<file path="src/rtl/counter_sequencer_pkg.sv">
// Shared encodings for the counter sequencer.
//   OP_*  : command opcodes carried on cmd_op
//   S_*   : controller state encodings
package counter_ctrl_defs;

    typedef logic [1:0] op_t;

    localparam op_t OP_LOAD   = 2'd0;
    localparam op_t OP_UP     = 2'd1;
    localparam op_t OP_DOWN   = 2'd2;
    localparam op_t OP_RUN_TO = 2'd3;

    localparam logic [1:0] S_IDLE  = 2'd0;
    localparam logic [1:0] S_LOAD  = 2'd1;
    localparam logic [1:0] S_COUNT = 2'd2;
    localparam logic [1:0] S_DONE  = 2'd3;

endpackage

</file>
<file path="src/rtl/counter_sequencer_if.sv">
// Host command channel of the counter sequencer (valid/ready handshake).
//   cmd_valid : host -> controller, command present
//   cmd_ready : controller -> host, command accepted on valid & ready
//   cmd_op    : host -> controller, opcode (see counter_ctrl_defs)
//   cmd_arg   : host -> controller, load value / step count / target
interface counter_sequencer_if #(
    parameter int WIDTH = 4
);
    logic             cmd_valid;
    logic             cmd_ready;
    logic [1:0]       cmd_op;
    logic [WIDTH-1:0] cmd_arg;

    modport master (
        output cmd_valid,
        output cmd_op,
        output cmd_arg,
        input  cmd_ready
    );

    modport slave (
        input  cmd_valid,
        input  cmd_op,
        input  cmd_arg,
        output cmd_ready
    );
endinterface

</file>
<file path="src/rtl/counter_sequencer_step_prescaler.sv">
// Step-rate prescaler: produces a tick every PRESCALE non-held cycles.
//   clk   : system clock
//   reset : asynchronous active-high reset
//   clear : forces the divider back to zero and suppresses tick
//   hold  : freezes the divider and suppresses tick
//   tick  : combinational, high when a step is due this cycle
module step_prescaler #(
    parameter int PRESCALE = 1
) (
    input  logic clk,
    input  logic reset,
    input  logic clear,
    input  logic hold,
    output logic tick
);
    localparam int PW = $clog2(PRESCALE) + 1;
    localparam logic [PW-1:0] LAST = PW'(PRESCALE - 1);

    logic [PW-1:0] presc;

    assign tick = !clear && !hold && (presc == LAST);

    always_ff @(posedge clk or posedge reset) begin
        if (reset)
            presc <= '0;
        else if (clear)
            presc <= '0;
        else if (!hold)
            presc <= tick ? '0 : presc + PW'(1);
    end
endmodule

</file>
<file path="src/rtl/counter_sequencer.sv">
// Command-driven controller for a loadable up/down counter.
//   clk, reset : clock, asynchronous active-high reset
//   cmd        : host command channel (slave side)
//   pause      : freezes stepping while high
//   abort      : terminates an active count
//   cnt_q      : live counter value
//   cnt_load / cnt_data / cnt_en / cnt_mode : counter control pins
//   busy       : controller not idle
//   done       : one-cycle completion pulse, aborted qualifies it
//
// Step timing: the prescaler is evaluated on every edge from the accept
// edge onward, and cnt_en registers its tick, so the first pulse of a
// command lands PRESCALE cycles after acceptance. rem counts pulses not
// yet finished; it drops at the end of each en cycle, so the controller
// leaves COUNT only after the last pulse has reached the counter.
module counter_sequencer
    import counter_ctrl_defs::*;
#(
    parameter int WIDTH    = 4,
    parameter int PRESCALE = 1
) (
    input  logic               clk,
    input  logic               reset,
    counter_sequencer_if.slave cmd,
    input  logic               pause,
    input  logic               abort,
    input  logic [WIDTH-1:0]   cnt_q,
    output logic               cnt_load,
    output logic [WIDTH-1:0]   cnt_data,
    output logic               cnt_en,
    output logic               cnt_mode,
    output logic               busy,
    output logic               done,
    output logic               aborted
);
    logic [1:0]       state;
    logic [WIDTH-1:0] rem;
    logic [WIDTH-1:0] start_cnt;
    logic             start_up;
    logic             accept;
    logic             start_count;
    logic             pending;
    logic             run;
    logic             tick;

    assign cmd.cmd_ready = (state == S_IDLE);
    assign busy          = (state != S_IDLE);
    assign accept        = cmd.cmd_valid && (state == S_IDLE);

    // Step count and direction as decoded at the accept edge. RUN_TO takes
    // the non-wrapping path, so the direction follows the comparison.
    always_comb begin
        start_cnt = cmd.cmd_arg;
        start_up  = (cmd.cmd_op == OP_UP);
        if (cmd.cmd_op == OP_RUN_TO) begin
            start_up  = (cmd.cmd_arg > cnt_q);
            start_cnt = start_up ? cmd.cmd_arg - cnt_q : cnt_q - cmd.cmd_arg;
        end
    end

    assign start_count = accept && (cmd.cmd_op != OP_LOAD) && (start_cnt != '0);
    // A pulse still needs scheduling if rem exceeds the one in flight.
    assign pending     = (rem != WIDTH'(cnt_en));
    // Abort clears the prescaler, which also kills a step due this cycle.
    assign run         = start_count || ((state == S_COUNT) && pending && !abort);

    step_prescaler #(.PRESCALE(PRESCALE)) u_presc (
        .clk   (clk),
        .reset (reset),
        .clear (!run),
        .hold  (pause),
        .tick  (tick)
    );

    always_ff @(posedge clk or posedge reset) begin
        if (reset) begin
            state    <= S_IDLE;
            rem      <= '0;
            cnt_load <= 1'b0;
            cnt_data <= '0;
            cnt_en   <= 1'b0;
            cnt_mode <= 1'b0;
            done     <= 1'b0;
            aborted  <= 1'b0;
        end else begin
            cnt_load <= 1'b0;
            cnt_data <= '0;
            cnt_en   <= tick;
            done     <= 1'b0;
            aborted  <= 1'b0;
            case (state)
                S_IDLE: begin
                    if (accept) begin
                        if (cmd.cmd_op == OP_LOAD) begin
                            state    <= S_LOAD;
                            cnt_load <= 1'b1;
                            cnt_data <= cmd.cmd_arg;
                        end else if (start_cnt == '0) begin
                            state <= S_DONE;
                            done  <= 1'b1;
                        end else begin
                            state    <= S_COUNT;
                            rem      <= start_cnt;
                            cnt_mode <= start_up;
                        end
                    end
                end
                S_LOAD: begin
                    state <= S_DONE;
                    done  <= 1'b1;
                end
                S_COUNT: begin
                    rem <= rem - WIDTH'(cnt_en);
                    if (abort || !pending) begin
                        state    <= S_DONE;
                        done     <= 1'b1;
                        aborted  <= abort;
                        cnt_mode <= 1'b0;
                    end
                end
                S_DONE:  state <= S_IDLE;
                default: state <= S_IDLE;
            endcase
        end
    end
endmodule
</file>
<file path="src/flat_wrapper.sv">
// flat-port wrapper written by rule: the top's interface ports become plain ports
module counter_sequencer_flat import counter_ctrl_defs::*;
#(
    parameter int WIDTH    = 4,
    parameter int PRESCALE = 1
)
  (clk, reset, pause, abort, cnt_q, cnt_load, cnt_data, cnt_en, cnt_mode, busy, done, aborted, cmd_cmd_valid, cmd_cmd_op, cmd_cmd_arg, cmd_cmd_ready);
  counter_sequencer_if #(.WIDTH(WIDTH)) cmd_i ();
  input  logic clk;
  input  logic reset;
  input  logic pause;
  input  logic abort;
  input  logic [WIDTH-1:0] cnt_q;
  output logic cnt_load;
  output logic [WIDTH-1:0] cnt_data;
  output logic cnt_en;
  output logic cnt_mode;
  output logic busy;
  output logic done;
  output logic aborted;
  input wire logic [$bits(cmd_i.cmd_valid)-1:0] cmd_cmd_valid;
  input wire logic [$bits(cmd_i.cmd_op)-1:0] cmd_cmd_op;
  input wire logic [$bits(cmd_i.cmd_arg)-1:0] cmd_cmd_arg;
  output wire logic [$bits(cmd_i.cmd_ready)-1:0] cmd_cmd_ready;
  assign cmd_i.cmd_valid = cmd_cmd_valid;
  assign cmd_i.cmd_op = cmd_cmd_op;
  assign cmd_i.cmd_arg = cmd_cmd_arg;
  assign cmd_cmd_ready = cmd_i.cmd_ready;
  counter_sequencer #(.WIDTH(WIDTH), .PRESCALE(PRESCALE)) u_core (.clk(clk), .reset(reset), .cmd(cmd_i), .pause(pause), .abort(abort), .cnt_q(cnt_q), .cnt_load(cnt_load), .cnt_data(cnt_data), .cnt_en(cnt_en), .cnt_mode(cnt_mode), .busy(busy), .done(done), .aborted(aborted));
endmodule
</file>
<file path="config.mk">
export PLATFORM = sky130hd
export DESIGN_NAME = counter_sequencer_flat
export DESIGN_NICKNAME = d
export VERILOG_FILES = /design/src/rtl/counter_sequencer_pkg.sv /design/src/rtl/counter_sequencer_if.sv /design/src/rtl/counter_sequencer_step_prescaler.sv /design/src/rtl/counter_sequencer.sv /design/src/flat_wrapper.sv
export SDC_FILE = /design/constraint.sdc
export NUM_CORES = 1
export LEC_CHECK = 0
export ABC_AREA = 0
export CAP_MARGIN = 30
export CORE_ASPECT_RATIO = 0.9
export CORE_UTILIZATION = 48
export CTS_BUF_LIST = sky130_fd_sc_hd__clkbuf_8
export CTS_CLUSTER_SIZE = 30
export DETAILED_ROUTE_END_ITERATION = 7
export PLACE_DENSITY_LB_ADDON = 0.3
export SYNTH_ARGS = -nofsm -noshare
export SYNTH_HDL_FRONTEND = slang
export SYNTH_SLANG_ARGS = --single-unit
</file>
<file path="constraint.sdc">
create_clock -name clk -period 1.6 [get_ports clk]
set_input_delay 0.24 -clock clk [delete_from_list [all_inputs] [get_ports clk]]
set_output_delay 0.24 -clock clk [all_outputs]
set_load 0.005 [all_outputs]
</file>
# Word-level counts from Yosys, hierarchy flattened
# Index checks and enable logic that the tools add are counted.
# op_classes
n_addsub	4
n_eq_ne	11
order_cmp	1
n_mux	33
reduce_logical	22
bitwise_logic	1
# ops
cell	n
$mux W4	8
$mux W1	18
$ne A2 B2 Y1 const B	4
$pmux W2 S4	1
$pmux W4 S2	1
$sub A4 B4 Y4	2
$logic_and A1 B1 Y1	7
$eq A2 B2 Y1 const B	3
$mux W2	3
$reduce_bool A2 Y1	3
$reduce_and A5 Y1	1
$eq A2 B1 Y1 const B	2
$gt A4 B4 Y1	1
$logic_not A2 Y1	2
$logic_not A4 Y1	1
$ne A4 B1 Y1	1
$reduce_and A4 Y1	1
$reduce_bool A4 Y1	1
$sub A4 B1 Y4	1
$logic_not A1 Y1	3
$pmux W1 S3	1
$logic_or A1 B1 Y1	2
$ne A2 B1 Y1 const B	1
$pmux W1 S2	1
3 further kinds	3
# word_totals
output_inout_bits	11
register_bits	16
in_bits	15
elab_cells	81

# Depth between registers and ports, before layout
# Gate-level depths: netlist of the first run.
# logic_depth
depth_word	11
ltp_mapped	11
depth_no_buf	10

# By module
# A second synthesis of the first run with hierarchy kept.
# hier_totals
hier_cells	149
area_unflattened_um2	1368.8
# modules_own_cells
module	area_per_inst_um2	cells_each	seq_area_each_um2	instances
counter_sequencer	1326.3	145	375.4	1
step_prescaler	42.5	4	25.0	1

# Worst setup path after synthesis of the first run
# Ideal clock, no wire load.
# synth_path
path_type	in2reg
start	input cnt_q[0]
end	register u_core.rem[3]
path_buffers	1
required_time_ns	1.469
cell_stages	11
setup_time_ns	0.131
path_slack_ns	-0.965
arrival_time_ns	2.434
path_cell_list	inv_1 -> ha_1 -> fa_1 -> and3b_1 -> a32oi_1 -> nand3_1 -> a2111oi_0 -> and4b_1 -> buf_4 -> mux2i_1 -> or3_1
# synth_via
elab_chain_len	7
word_cells_on_any_way	12
cone_classes	add/sub (2); order compare (1); eq/ne (1); mux (6); reduce/logical (2)
# synth_rtl
element	line_no	source
start, declared	flat_wrapper.sv:13	input logic [WIDTH-1:0] cnt_q;
$sub A4 B4 Y4 / $gt A4 B4 Y1 (equally long branches)	counter_sequencer.sv:57, counter_sequencer.sv:56	
$mux W4 (*)	counter_sequencer.sv:57	start_cnt = start_up ? cmd.cmd_arg - cnt_q : cnt_q - cmd.cmd_arg;
$mux W4 (*)	counter_sequencer.sv:55	if (cmd.cmd_op == OP_RUN_TO) begin
$mux W4	counter_sequencer.sv:98	end else if (start_cnt == '0) begin
$mux W4	counter_sequencer.sv:94	if (cmd.cmd_op == OP_LOAD) begin
$mux W4	counter_sequencer.sv:93	if (accept) begin
$pmux W4 S2	counter_sequencer.sv:91	case (state)
end signal, assigned	counter_sequencer.sv:103	rem <= start_cnt;
end signal, assigned	counter_sequencer.sv:113	rem <= rem - WIDTH'(cnt_en);
end, declared	counter_sequencer.sv:37	logic [WIDTH-1:0] rem;
# Every way passes the cells marked *; elsewhere a longest branch is shown, timed or not. The select of a mux whose other input is x is not followed.
# A chain may end at the register's enable or synchronous reset.

# Final worst setup path of the first run
# Ends and elaborated chain as after synthesis.

==> flow_summary.json, run 1 <==
{
  "status": "finished with violations",
  "antenna_found_initial": 0,
  "switching_share_pct": 40.6,
  "cp_slowest_cell": "fa_1",
  "design.die.area_um2": 2870,
  "drt-initial-drc-count": 71,
  "syn_inst": 147,
  "fp.dieH_um": 50.9,
  "failed_checks": "negative setup slack",
  "p_clk_share_pct": 13.9,
  "synth-main-ff-cell": "dfrtp_1",
  "synth_edf_count": 0,
  "fin_skew_ns": 0.00186,
  "ys_ff_latch": 16,
  "synth-simple-area-share_pct": 21.2,
  "p_leak_uw": 0.000959,
  "setup_slack_ns": -0.868,
  "seq_power_share_pct": 23.2,
  "synth.area.top_cells": "dfrtp_1 (31%), ha_1 (13%), inv_1 (4.7%), nand2_1 (3.8%), nor2_1 (3.2%)",
  "cp.required_ns": 1.73,
  "pwr-share-comb_pct": 62.9,
  "clock-sinks": 16,
  "worst_slew_pin_slew_ns": 0.555,
  "clk_pin_slew_ns": 0.06,
  "crit_fanout": 3,
  "core_area_um2": 2490,
  "switching_power_uw": 1070,
  "yosys.area.top_type": "dfrtp_1",
  "grt_util_all_layers_pct": 31.9,
  "crit_start": "cnt_q[0]",
  "rsz0062_at_grt": "yes",
  "ys_types": 43,
  "viasPerCell": 5.96,
  "syn-num-nets": 177,
  "vias": 1437,
  "finalNetCount": 244,
  "fin_crit_sh_pct": 154,
  "fp-row-count": 17,
  "clock.fmax_mhz": 405,
  "clockRootBuffer": "clkbuf_8",
  "die_w_um": 56.4,
  "holdBufCountCts": 0,
  "num_io_pins": 26,
  "area_growth_pct": 65.0,
  "grt_pass1_wl_mm": 6.94,
  "cpPeakStageDelay_ns": 0.56,
  "period_minus_slack_ns": 2.47,
  "diodes": 0,
  "grt_pass1_vias": 1426,
  "peakVddDrop_mv": 1.23,
  "drv_cap": 0,
  "p_per_area_nw_per_um2": 1250,
  "whs_ns": 0.302,
  "numCtsBuffers": 3,
  "globalplace.congestion": 0.933,
  "drcViolationCount": 0,
  "ant_nets": 0,
  "final_area_um2": 2110,
  "p_int_uw": 1560,
  "drt_pass1_iterations": 4,
  "place_area_um2": 1830,
  "synth_adder_area_share_pct": 15.9,
  "crit_arrival_ns": 2.60,
  "async_flop_share_pct": 100,
  "ys_seq_area_share_pct": 31.3,
  "drive_above_1_share_pct": 40.4,
  "grt_overflow": 0,
  "finalSetupViolations": 9,
  "path_cells": "buf_12, inv_12, ha_4, fa_1, and3b_1, a32oi_2, nand3_2, a2111oi_4, and4b_2, mux2i_1, or3_1",
  "hold_violations": 0,
  "r2r-start": "u_core.state[0]",
  "grt_max_degree": 17,
  "reg2reg_depth": 7,
  "synth_common_cells": "dfrtp_1 (16), inv_1 (16), ha_1 (13), nand2_1 (13), nor2_1 (11)",
  "clk_path_buf_depth": 2,
  "synth-xor-area-share_pct": 2.06,
  "finalWirelength_mm": 4.42,
  "worst-setup-path-type": "in2reg",
  "fillers": 134,
  "clk_latency_ns": 0.25,
  "io_buffers": 25,
  "yosysWarnings": 0,
  "wl_per_cell_um": 18.3,
  "cts_tree": "done",
  "yosys.area.top_type_share_pct": 31.3,
  "synth_mux_area_share_pct": 3.13,
  "synth.cell_area_um2": 1280,
  "final-max-slew-violation-count": 0,
  "h-tree-depth": 1,
  "avgSynthCellArea_um2": 8.69,
  "place_ws_ns": -1.75,
  "min_path_type": "in2async",
  "critPathCaptureType": "flip-flop",
  "synth_top_family_by_area": "simple AND/OR/NAND/NOR gates",
  "synth_compound_area_share_pct": 18.5,
  "initial_core_util_pct": 51.3,
  "hpwl_mm": 2.77,
  "setup.worst_path.start_class": "input port",
  "slew_headroom_pct": 62.6
}
[layer usage]
layer	vias to the layer above	global-route usage (%)	wire, um
li1	650	-	-
met1	689	39.6	1890
met2	76	55.8	2140
met3	22	5.57	235
met4	0	12.2	156
met5	-	0	0
[kinds of logic (layout without fill, tap and decap cells)]
logic type                 after synthesis  after routing
AOI/OAI and AO/OA                       36             36
xor gates and xnor gates                 3              3
adders and majority gates               15             15
buffers and inverters                   21             87
DFF                                     16             16
muxes                                    4              4
and+or+nand+nor                         52             52
[sequential cells by signal (all words and copies together), names as in the netlist]
name                  flops
u_core.aborted            1
u_core.cnt_data           4
u_core.cnt_en             1
u_core.cnt_load           1
u_core.cnt_mode           1
u_core.done               1
u_core.rem                4
u_core.state              2
u_core.u_presc.presc      1
[timing repair]
action / CTS / global route
gates resized for setup: 56 / 16
endpoints found under the setup margin: 12 / 12
pin swaps: 19 / 15
buffers inserted: 1 / 4
[worst max-delay path, delay by kind of cell]
| family | cells | cell delay (ns) |
|---|---|---|
| simple gates | 4 | 0.99 |
| fa+ha+maj | 2 | 0.71 |
| compound gates | 2 | 0.40 |
| buf+inv | 2 | 0.12 |
| mux | 1 | 0.12 |
[final timing paths]
path | endpoint | slack (ns)
setup / recovery | u_core.rem[3] | -0.87
hold / removal | u_core.cnt_data[0] | 0.30
setup reg to reg | u_core.rem[3] | -0.30
hold reg to reg | u_core.cnt_en | 0.52
max in group asynchronous | u_core.rem[2] | 1.11
min in group clk | u_core.cnt_data[0] | 0.30
[metrics by stage]
step	std cells	setup TNS, ns	total power, uW	util, %
3_3_place_gp	232	-14.11	1880	73.6
6_report	241	-7.07	2630	84.7
4_1_cts	237	-7.00	2460	81.1
3_5_place_dp	232	-15.41	1950	73.6
2_1_floorplan	147	-6.31	1320	-
5_1_grt	241	-7.87	2760	84.7
[placed cells by master, fill, tap and decap left out, drive strengths merged, types with 5 or more instances in the layout]
master         netlist  layout
nor2                11      11
buf                  4      44
o21ai                8       8
ha                  13      13
dfrtp               16      16
clkdlybuf4s50        0      15
clkbuf               1       5
a21oi                8       8
nand2               14      14
inv                 16      16
[final cells by class]
class	count	area [um^2]	area share, %
Sequential cell	16	400	19.0
Timing Repair Buffer	67	579	27.5
Inverter	16	72.6	3.44
Tap cell	28	35.0	1.66
Clock buffer	4	55.1	2.61
Multi-Input combinational cell	110	966	45.8
[power by group through the flow]
stage | Sequential [uW] | Combinational, uW | Clock [uW]
finish | 611 | 1660 | 365
floorplan | 603 | 713 | 0
detailed placement | 606 | 1350 | 0
global placement | 597 | 1280 | 0
CTS | 606 | 1490 | 366
global route | 614 | 1770 | 374
(Power assumes the default switching activity.)
==> run 2, diff against run 1 <==
CORE_ASPECT_RATIO = default   (was 0.9)
PLACE_DENSITY = 0.78   (was default)
PLACE_DENSITY_LB_ADDON = default   (was 0.3)
==> flow_summary.json, run 2 (same netlist as run 1, synthesis figures left out) <==
{
  "status": "finished with violations",
  "failed_checks": "negative setup slack",
  "peakVddDrop_mv": 1.05,
  "core_area_um2": 2500,
  "crit_fanout": 5,
  "mostFrequentLayoutCell": "buf_4",
  "path_cells": "dlygate4sd2_1, ha_4, nand4_1, a31oi_1, a311oi_4, a2111oi_4, and4b_2, buf_4, mux2i_1, a211o_1",
  "holdBufCountCts": 0,
  "slew_headroom_pct": 60.9,
  "ant_nets": 0,
  "diodes": 0,
  "dpl.cell_count": 235,
  "drt-initial-drc-count": 82,
  "clk_path_buf_depth": 2,
  "h-tree-depth": 1,
  "finalWirelength_mm": 5.12,
  "grt_util_all_layers_pct": 31.9,
  "layout_common_cells": "buf_4 (51), dfrtp_1 (16), clkdlybuf4s50_1 (15), nand2_1 (12), nor2_1 (10)",
  "initial_core_util_pct": 51.1,
  "drive_above_1_share_pct": 42.2,
  "antenna_found_initial": 0,
  "clock-sinks": 16,
  "vias": 1564,
  "wl_per_cell_um": 20.1,
  "clk_latency_ns": 0.25,
  "io_buffers": 25,
  "critPathTopFamily": "compound AO/OA/AOI/OAI gates",
  "globalplace.congestion": 0.905,
  "period_minus_slack_ns": 2.64,
  "rsz0062_at_grt": "yes",
  "fp.dieH_um": 53.6,
  "p_leak_uw": 0.00103,
  "clk_pin_slew_ns": 0.06,
  "final-max-slew-violation-count": 0,
  "viasPerCell": 6.13,
  "num_io_pins": 26,
  "cp_slowest_cell": "a31oi_1",
  "finalSetupViolations": 10,
  "place_ws_ns": -1.76,
  "power_uw": 2620,
  "cpPeakStageDelay_ns": 0.44,
  "drcViolationCount": 0,
  "clock.fmax_mhz": 378,
  "grt_pass1_vias": 1496,
  "cts_tree": "done",
  "p_per_area_nw_per_um2": 1200,
  "hold_violations": 0,
  "largest_registers": "u_core.cnt_data (4), u_core.rem (4), u_core.state (2)",
  "fin_crit_sh_pct": 165,
  "grt_pass1_wl_mm": 6.44,
  "worst-setup-path-type": "in2reg",
  "cp.required_ns": 1.74,
  "area_growth_pct": 70.4,
  "grt_overflow": 0,
  "finalNetCount": 257,
  "utilization_pct": 87.1,
  "numCtsBuffers": 3,
  "crit_arrival_ns": 2.78,
  "min_path_type": "in2async",
  "drv_cap": 0,
  "drt_pass1_iterations": 4,
  "critPathCaptureType": "flip-flop",
  "reg2reg_depth": 8,
  "hpwl_mm": 2.77,
  "cp_num_cells": 10,
  "setup_slack_ns": -1.04,
  "clockRootBuffer": "clkbuf_8",
  "grt_max_degree": 17,
  "fp-row-count": 18,
  "worst_slew_pin_slew_ns": 0.581,
  "fin_skew_ns": 0.00331,
  "die_w_um": 53.6,
  "worst-path-buf-inv": 2,
  "design.die.area_um2": 2870,
  "setup.worst_path.start_class": "input port",
  "final_cell_count_no_fill": 255,
  "whs_ns": 0.315
}
run 2: cell types whose count changed in the layout (fill, tap and decap cells not counted), sizes merged:
cell,delta
clkbuf,-2
dlygate4sd2,-2
buf,+15
dlymetal6s2s,+1
run 2: path summary, 6_finish.rpt:
check                           slack [ns]                 start                 end
min in group clk                      0.35        cmd_cmd_arg[0]  u_core.cnt_data[0]
worst max register to register       -0.25       u_core.state[0]       u_core.rem[3]
max in group asynchronous             1.09                 reset       u_core.rem[0]
worst min-delay path                  0.32                 reset     u_core.state[1]
worst max-delay path                 -1.04        cmd_cmd_arg[3]     u_core.cnt_mode
worst min register to register        0.46  u_core.u_presc.presc       u_core.cnt_en
run 2: through the flow:
stage / setup TNS, ns / instance area, um^2
2_1_floorplan: -6.31 / 1310
4_1_cts: -6.83 / 2080
3_3_place_gp: -13.92 / 1840
3_5_place_dp: -15.09 / 1840
6_report: -8.87 / 2180
5_1_grt: -9.06 / 2180
run 2: worst register-to-register path, cell delays in order, from the launching register on:
cell and delay [ns]:
dfrtp_1 0.37, inv_2 0.06, ha_4 0.17, inv_1 0.07, nand2_1 0.07, buf_4 0.16
a21oi_1 0.28, o22ai_1 0.20, or3_1 0.35
run 2: report_power, final:
| group | internal, uW | total [uW] | switching [uW] |
|---|---|---|---|
| clock network | 167 | 307 | 140 |
| logic | 839 | 1700 | 856 |
| registers | 526 | 613 | 86.8 |
run 2: cell type report:
| class | instances | area, um^2 |
|---|---|---|
| Clock buffer | 3 | 41.3 |
| Tap cell | 30 | 37.5 |
| Timing Repair Buffer | 80 | 679 |
| Inverter | 16 | 72.6 |
| Multi-Input combinational cell | 110 | 946 |
| Sequential cell | 16 | 400 |
| Fill cell | 130 | 323 |
run 2: repair_timing:
action                     4_1_cts  5_1_grt
resized for setup               55       21
cloned                           0        0
setup buffers                   14        5
pin swaps                       19        9
setup endpoints to repair       11       12
run 2: per-layer routing:
layer  global-route usage [%]  vias up  share of wire, %
met5                        0        -                 0
li1                         -      673                 -
met1                     30.9      746                35
met3                     4.80       48               5.2
met2                     61.3       97                52
met4                     21.1        0               7.0
